<file path="src/rtl/mdio_pkg.sv">
// Shared MDIO management-frame definitions (states, frame layout, field widths).
// Latency: n/a (constants and types only).
// Backpressure: n/a.
package mdio_pkg;

  // Field widths of a clause-22 management frame
  localparam int ST_W    = 2;
  localparam int OP_W    = 2;
  localparam int PHYAD_W = 5;
  localparam int REGAD_W = 5;
  localparam int TA_W    = 2;

  localparam int FRAME_BITS = 32;
  localparam int DATA_BITS  = 16;
  localparam int DATA_W     = DATA_BITS;
  localparam int CNT_W      = $clog2(FRAME_BITS);

  // Header bits following ST: OP, PHYAD, REGAD
  localparam int HDR_BITS = OP_W + PHYAD_W + REGAD_W;

  localparam logic [ST_W-1:0] ST    = 2'b01;
  localparam logic [OP_W-1:0] OP_WR = 2'b01;
  localparam logic [OP_W-1:0] OP_RD = 2'b10;

  // Bit-counter values of the last bit of each frame section
  localparam logic [CNT_W-1:0] CNT_HDR_LAST = CNT_W'(ST_W + HDR_BITS - 1);
  localparam logic [CNT_W-1:0] CNT_TA_LAST  = CNT_W'(ST_W + HDR_BITS + TA_W - 1);
  localparam logic [CNT_W-1:0] CNT_LAST     = CNT_W'(FRAME_BITS - 1);

  typedef enum logic [3:0] {
    S_IDLE,
    S_ST1,
    S_HDR,
    S_WTA,
    S_WDATA,
    S_WDONE,
    S_RTA,
    S_RDATA,
    S_RDONE,
    S_SKIP
  } mdio_state_e;

endpackage

</file>
<file path="src/rtl/mdc_edge_det.sv">
// Registers mdc in the clk domain and flags its rising and falling edges.
// Latency: rise/fall are high the first clk cycle mdc is seen at its new level.
// Backpressure: none; pure edge detector.
module mdc_edge_det (
  input  logic clk,
  input  logic reset,
  input  logic mdc,
  output logic rise,
  output logic fall
);

  logic mdc_q;

  // Previous-cycle copy of mdc for edge comparison
  always_ff @(posedge clk) begin
    if (reset) mdc_q <= 1'b0;
    else       mdc_q <= mdc;
  end

  assign rise = mdc & ~mdc_q;
  assign fall = ~mdc & mdc_q;

endmodule

</file>
<file path="src/rtl/mdio_receiver.sv">
// MDIO frame receiver: decodes write/read frames, strobes the register file, returns read data.
// Latency: WR_STB/MDIO_DONE 1 clk after the last data-bit rise; RD_STB 1 clk after REGAD bit 0.
// Backpressure: none; the transmitter paces everything through mdc, aborts on MDIO_OE low.
module mdio_receiver
  import mdio_pkg::*;
#(
  parameter logic [PHYAD_W-1:0] PHY_ADDR = 5'd31
) (
  input  logic               clk,
  input  logic               reset,
  input  logic               mdc,
  input  logic               MDIO_OUT,
  input  logic               MDIO_OE,
  input  logic [DATA_W-1:0]  RD_DATA,
  output logic               MDIO_IN,
  output logic [REGAD_W-1:0] ADDR,
  output logic [DATA_W-1:0]  WR_DATA,
  output logic               WR_STB,
  output logic               RD_STB,
  output logic               MDIO_DONE
);

  logic rise;
  logic fall;

  mdc_edge_det u_edge (
    .clk   (clk),
    .reset (reset),
    .mdc   (mdc),
    .rise  (rise),
    .fall  (fall)
  );

  mdio_state_e        state;
  logic [CNT_W-1:0]   cnt;
  logic [DATA_W-1:0]  shreg;
  logic               rd_load;

  // Full header as it stands once REGAD bit 0 arrives on the current rise
  logic [HDR_BITS-1:0] hdr;
  logic [OP_W-1:0]     hdr_op;
  logic [PHYAD_W-1:0]  hdr_phy;
  logic [REGAD_W-1:0]  hdr_regad;

  assign hdr       = {shreg[HDR_BITS-2:0], MDIO_OUT};
  assign hdr_op    = hdr[HDR_BITS-1 -: OP_W];
  assign hdr_phy   = hdr[PHYAD_W+REGAD_W-1 -: PHYAD_W];
  assign hdr_regad = hdr[REGAD_W-1:0];

  // Frame FSM with registered strobes, address, write data and serial read output
  always_ff @(posedge clk) begin
    if (reset) begin
      state     <= S_IDLE;
      cnt       <= '0;
      shreg     <= '0;
      rd_load   <= 1'b0;
      MDIO_IN   <= 1'b0;
      ADDR      <= '0;
      WR_DATA   <= '0;
      WR_STB    <= 1'b0;
      RD_STB    <= 1'b0;
      MDIO_DONE <= 1'b0;
    end else begin
      WR_STB    <= 1'b0;
      RD_STB    <= 1'b0;
      MDIO_DONE <= 1'b0;
      rd_load   <= 1'b0;

      unique case (state)
        S_IDLE: begin
          cnt <= '0;
          if (rise && MDIO_OE && (MDIO_OUT == ST[1])) begin
            state <= S_ST1;
            cnt   <= CNT_W'(1);
          end
        end

        S_ST1: begin
          if (rise) begin
            if (MDIO_OE && (MDIO_OUT == ST[0])) begin
              state <= S_HDR;
              cnt   <= cnt + 1'b1;
            end else begin
              state <= S_IDLE;
              cnt   <= '0;
            end
          end
        end

        S_HDR: begin
          if (rise) begin
            if (!MDIO_OE) begin
              state <= S_IDLE;
              cnt   <= '0;
            end else begin
              shreg <= {shreg[DATA_W-2:0], MDIO_OUT};
              cnt   <= cnt + 1'b1;
              if (cnt == CNT_HDR_LAST) begin
                // Foreign PHY or unsupported opcode: ride out the frame silently
                if (hdr_phy != PHY_ADDR) begin
                  state <= S_SKIP;
                end else if (hdr_op == OP_WR) begin
                  state <= S_WTA;
                  ADDR  <= hdr_regad;
                end else if (hdr_op == OP_RD) begin
                  state  <= S_RTA;
                  ADDR   <= hdr_regad;
                  RD_STB <= 1'b1;
                end else begin
                  state <= S_SKIP;
                end
              end
            end
          end
        end

        S_WTA: begin
          if (rise) begin
            if (!MDIO_OE) begin
              state <= S_IDLE;
              cnt   <= '0;
            end else begin
              cnt <= cnt + 1'b1;
              if (cnt == CNT_TA_LAST) state <= S_WDATA;
            end
          end
        end

        S_WDATA: begin
          if (rise) begin
            if (!MDIO_OE) begin
              state <= S_IDLE;
              cnt   <= '0;
            end else begin
              shreg <= {shreg[DATA_W-2:0], MDIO_OUT};
              cnt   <= cnt + 1'b1;
              if (cnt == CNT_LAST) begin
                state     <= S_WDONE;
                WR_DATA   <= {shreg[DATA_W-2:0], MDIO_OUT};
                WR_STB    <= 1'b1;
                MDIO_DONE <= 1'b1;
              end
            end
          end
        end

        S_WDONE: begin
          state <= S_IDLE;
          cnt   <= '0;
        end

        S_RTA: begin
          // Register file answers the cycle after RD_STB; grab it one cycle later
          rd_load <= RD_STB;
          if (rd_load) shreg <= RD_DATA;
          if (rise) begin
            cnt <= cnt + 1'b1;
            if (cnt == CNT_TA_LAST) state <= S_RDATA;
          end
        end

        S_RDATA: begin
          // Drive on mdc falls so the bit is settled at the transmitter's rising sample
          if (fall) begin
            MDIO_IN <= shreg[DATA_W-1];
            shreg   <= {shreg[DATA_W-2:0], 1'b0};
          end
          if (rise) begin
            cnt <= cnt + 1'b1;
            if (cnt == CNT_LAST) begin
              state     <= S_RDONE;
              MDIO_DONE <= 1'b1;
              MDIO_IN   <= 1'b0;
            end
          end
        end

        S_RDONE: begin
          MDIO_IN <= 1'b0;
          state   <= S_IDLE;
          cnt     <= '0;
        end

        S_SKIP: begin
          if (rise) begin
            cnt <= cnt + 1'b1;
            if (cnt == CNT_LAST) state <= S_IDLE;
          end
        end

        default: begin
          state <= S_IDLE;
          cnt   <= '0;
        end
      endcase
    end
  end

endmodule

</file>
<file path="config.mk">
export PLATFORM = sky130hd
export DESIGN_NAME = mdio_receiver
export DESIGN_NICKNAME = d
export VERILOG_FILES = /design/src/rtl/mdio_pkg.sv /design/src/rtl/mdc_edge_det.sv /design/src/rtl/mdio_receiver.sv
export SDC_FILE = /design/constraint.sdc
export NUM_CORES = 1
export LEC_CHECK = 0
export BUFFER_PORTS_ARGS = -buffer_cell sky130_fd_sc_hd__buf_4
export CAP_MARGIN = 20
export CORE_MARGIN = 8
export CORE_UTILIZATION = 30
export CTS_BUF_LIST = sky130_fd_sc_hd__clkbuf_8
export DETAILED_ROUTE_END_ITERATION = 8
export PLACE_DENSITY_LB_ADDON = 0.05
export SETUP_SLACK_MARGIN = 0.2
export SLEW_MARGIN = 15
export SYNTH_ARGS = -nofsm -noshare
export SYNTH_HDL_FRONTEND = slang
export SYNTH_SLANG_ARGS = --single-unit
</file>
<file path="constraint.sdc">
create_clock -name clk -period 2.1 [get_ports clk]
set_input_delay 0.21 -clock clk [delete_from_list [all_inputs] [get_ports clk]]
set_output_delay 0.21 -clock clk [all_outputs]
set_load 0.05 [all_outputs]
</file>
==> results.json <==
{
  "power_density_nw_per_um2": 966,
  "critPathMaxStageDelay_ns": 0.38,
  "synth_edf_count": 0,
  "combPwrFrac": 0.429,
  "dp_slack_ns": 0.108,
  "synth_warnings": 0,
  "synthFlopType": "dfxtp_1",
  "power_leakage_nw": 1.38,
  "async_reset_ff_frac": 0,
  "final_max_slew_viol_count": 0,
  "status": "finished clean",
  "grt-ovfl-total": 0,
  "grt_pass1_vias": 2375,
  "reg2reg_from": "cnt[1]",
  "die_y_um": 112,
  "tns_ns": 0,
  "max_freq_mhz": 524,
  "critPathArrivalTime_ns": 2.14,
  "grt_max_degree": 34,
  "grt_pass1_wl_mm": 12.5,
  "clock_path_buffers": 2,
  "vdd_drop_max_mv": 0.424,
  "synth_seq_cells": 52,
  "postSynthCellCount": 310,
  "vias": 2447,
  "crit_end": "WR_DATA[15]",
  "synth_cell_type_count": 54,
  "cp_max_fo": 8,
  "p_sw_mw": 1.31,
  "wl_per_cell_um": 17.1,
  "cp-startpoint": "cnt[1]",
  "hold_buffers": 0,
  "worst_setup_path_end_kind": "register",
  "hold_violations": 0,
  "worstSetupStartpointType": "register",
  "root_buffer": "clkbuf_8",
  "path_clk_slew_ns": 0.10,
  "tritoncts": "built",
  "place_inst": 465,
  "yosys.area.top_type": "dfxtp_1",
  "worst_clock_skew_ns": 0.0118,
  "antenna_found_initial": 0,
  "ff2ff_path_depth": 10,
  "ant_nets": 0,
  "clk_latency_ns": 0.31,
  "synth_area_sq_um": 2740,
  "ys_seq_area_frac": 0.380,
  "core-area_sq_um": 9060,
  "yosysTopAreaCellShare": 0.380,
  "portBuffers": 45,
  "area_growth_pct": 38.3,
  "die-area_sq_um": 12400,
  "nets": 404,
  "fillers": 918,
  "final_util": 0.417,
  "grt_usage": 0.122,
  "wl_mm": 8.29,
  "first_pass_iters": 4,
  "syn_nets": 339,
  "syn_area_per_cell_sq_um": 8.83,
  "drt_iter0_markers": 91,
  "ioPinCount": 46,
  "worstReg2RegEnd": "WR_DATA[15]",
  "intPower_mw": 2.35,
  "worstMarginPinSlew_ns": 0.508,
  "final_cells": 486,
  "crit_slowest_cell": "dfxtp_4",
  "drv_cap": 0,
  "layout-drive-gt1-share": 0.408,
  "path_class": "reg -> reg",
  "die_w_um": 112,
  "num_rows": 35,
  "clkPwrFrac": 0.223,
  "gp_congestion": 0.799,
  "pwr-share-seq": 0.349,
  "cts_buffers": 5,
  "cp.required_ns": 2.34,
  "period_needed_ns": 1.91,
  "vias_per_cell": 5.03,
  "synth.area.top_cells": "dfxtp_1 (38%), mux2i_1 (7.7%), a211oi_2 (6.4%)",
  "drc": 0,
  "fin_hold_ws_ns": 0.198,
  "crit_path_frequent_cell": "ha_4",
  "dp_hpwl_mm": 5.37,
  "grt_setup_unrepaired": "true",
  "hold_class": "in -> reg",
  "clock-sinks": 52,
  "swShare": 0.357,
  "setup_viol": 0,
  "htree_levels": 2,
  "fin_crit_sh": 0.908,
  "worstHoldStart": "mdc",
  "setup_ws_ns": 0.193,
  "start_util": 0.302,
  "antenna_cells": 0,
  "reg2reg_slack_ns": 0.19,
  "crit_chain": "ha_4, and3_4, ha_4, nand2_4, buf_6, nor4_4, buf_4, clkbuf_16, nand2_2, a21oi_2",
  "relSlewSlack": 0.653
}
-- worst min path at each step --
stage,end,slack (ns),depth (start not counted)
final,u_edge.mdc_q,0.20,2
after floorplan,u_edge.mdc_q,0.34,1
after global placement,WR_DATA[6],0.45,2
after CTS,u_edge.mdc_q,0.18,2
after global routing,u_edge.mdc_q,0.20,2
after detailed placement,WR_DATA[6],0.45,2
-- registers in the layout (all words and copies together) (netlist names) --
signal,flops
ADDR,5
u_edge.mdc_q,1
WR_STB,1
cnt,5
MDIO_DONE,1
shreg,16
MDIO_IN,1
rd_load,1
RD_STB,1
WR_DATA,16
state,4
-- layout by cell type (no fill, tap or decap), drive strengths merged, types with 7 or more instances in the layout --
cell type,Yosys,layout
nand2,45,45
nor2,30,30
ha,8,8
a211oi,19,19
o21ai,8,8
inv,10,10
mux2i,21,21
a21oi,32,32
dfxtp,52,52
buf,14,77
nor3,7,7
clkbuf,7,7
-- synthesized netlist by cell type (2+ instances only) --
cell type  instances
dfxtp_1           52
nand2_1           45
a21oi_1           32
nor2_1            30
mux2i_1           21
a211oi_2          14
inv_1             10
ha_1               8
o21ai_0            8
buf_2              7
clkbuf_1           7
nand3_1            6
nor3_1             6
a211oi_1           5
nand2b_1           5
buf_6              4
a2111oi_0          3
buf_4              3
or4_1              3
a311oi_1           2
and2b_1            2
and3_1             2
nand3b_1           2
o21bai_1           2
or2_2              2
-- final cells by class --
type	instances	area, sq um	area share
clock inverters	2	60.1	0.0159
flip-flops and latches	52	1060	0.280
well taps	111	139	0.0367
multi-input cells	227	1730	0.456
repair buffers	79	693	0.183
inverters	10	37.5	0.00992
clock buffers	5	68.8	0.0182
-- metal layers --
layer	global-route usage	part of all wire
met1	0.167	0.50
met2	0.189	0.45
met3	0.0287	0.043
met4	0.0246	0.0047
met5	0	0
-- power groups by stage --
stage / registers (mW) / logic (mW) / clock network (mW)
2_1_floorplan: 1.23 / 0.958 / 0
3_3_place_gp: 1.29 / 1.20 / 0
3_5_place_dp: 1.29 / 1.20 / 0
4_1_cts: 1.26 / 1.30 / 0.843
5_1_grt: 1.30 / 1.69 / 0.874
6_report: 1.27 / 1.57 / 0.815
-- per-stage QoR --
| stage | area, sq um | power [mW] |
|---|---|---|
| 6_report | 3780 | 3.66 |
| 5_1_grt | 3780 | 3.86 |
| 4_1_cts | 3460 | 3.40 |
| 3_5_place_dp | 3280 | 2.49 |
| 3_3_place_gp | 3280 | 2.49 |
| 2_1_floorplan | 2750 | 2.19 |
-- cells by family after synthesis --
logic type	share of synthesized area
AOI/OAI and AO/OA	0.217
xor gates and xnor gates	0.00320
adders and majority gates	0.0366
buffers and inverters	0.0608
DFF	0.380
muxes	0.0823
and+or+nand+nor	0.219
-- timing repair --
action,4_1_cts,5_1_grt
endpoints found under the setup margin,40,42
pin swaps,1,17
setup buffers,4,7
endpoints found under the hold margin,0,0
gates resized for setup,7,50
gates cloned,0,3
-- worst max-delay path, delay by kind of cell, from the launching register on --
| family | cells | cell delay, ns |
|---|---|---|
| AO/OA/AOI/OAI | 1 | 0.13 |
| adder cells (fa/ha/maj) | 2 | 0.30 |
| buffers and inverters | 3 | 0.47 |
| flip-flops | 1 | 0.38 |
| AND/OR/NAND/NOR | 4 | 0.57 |
(Power assumes the default switching activity.)
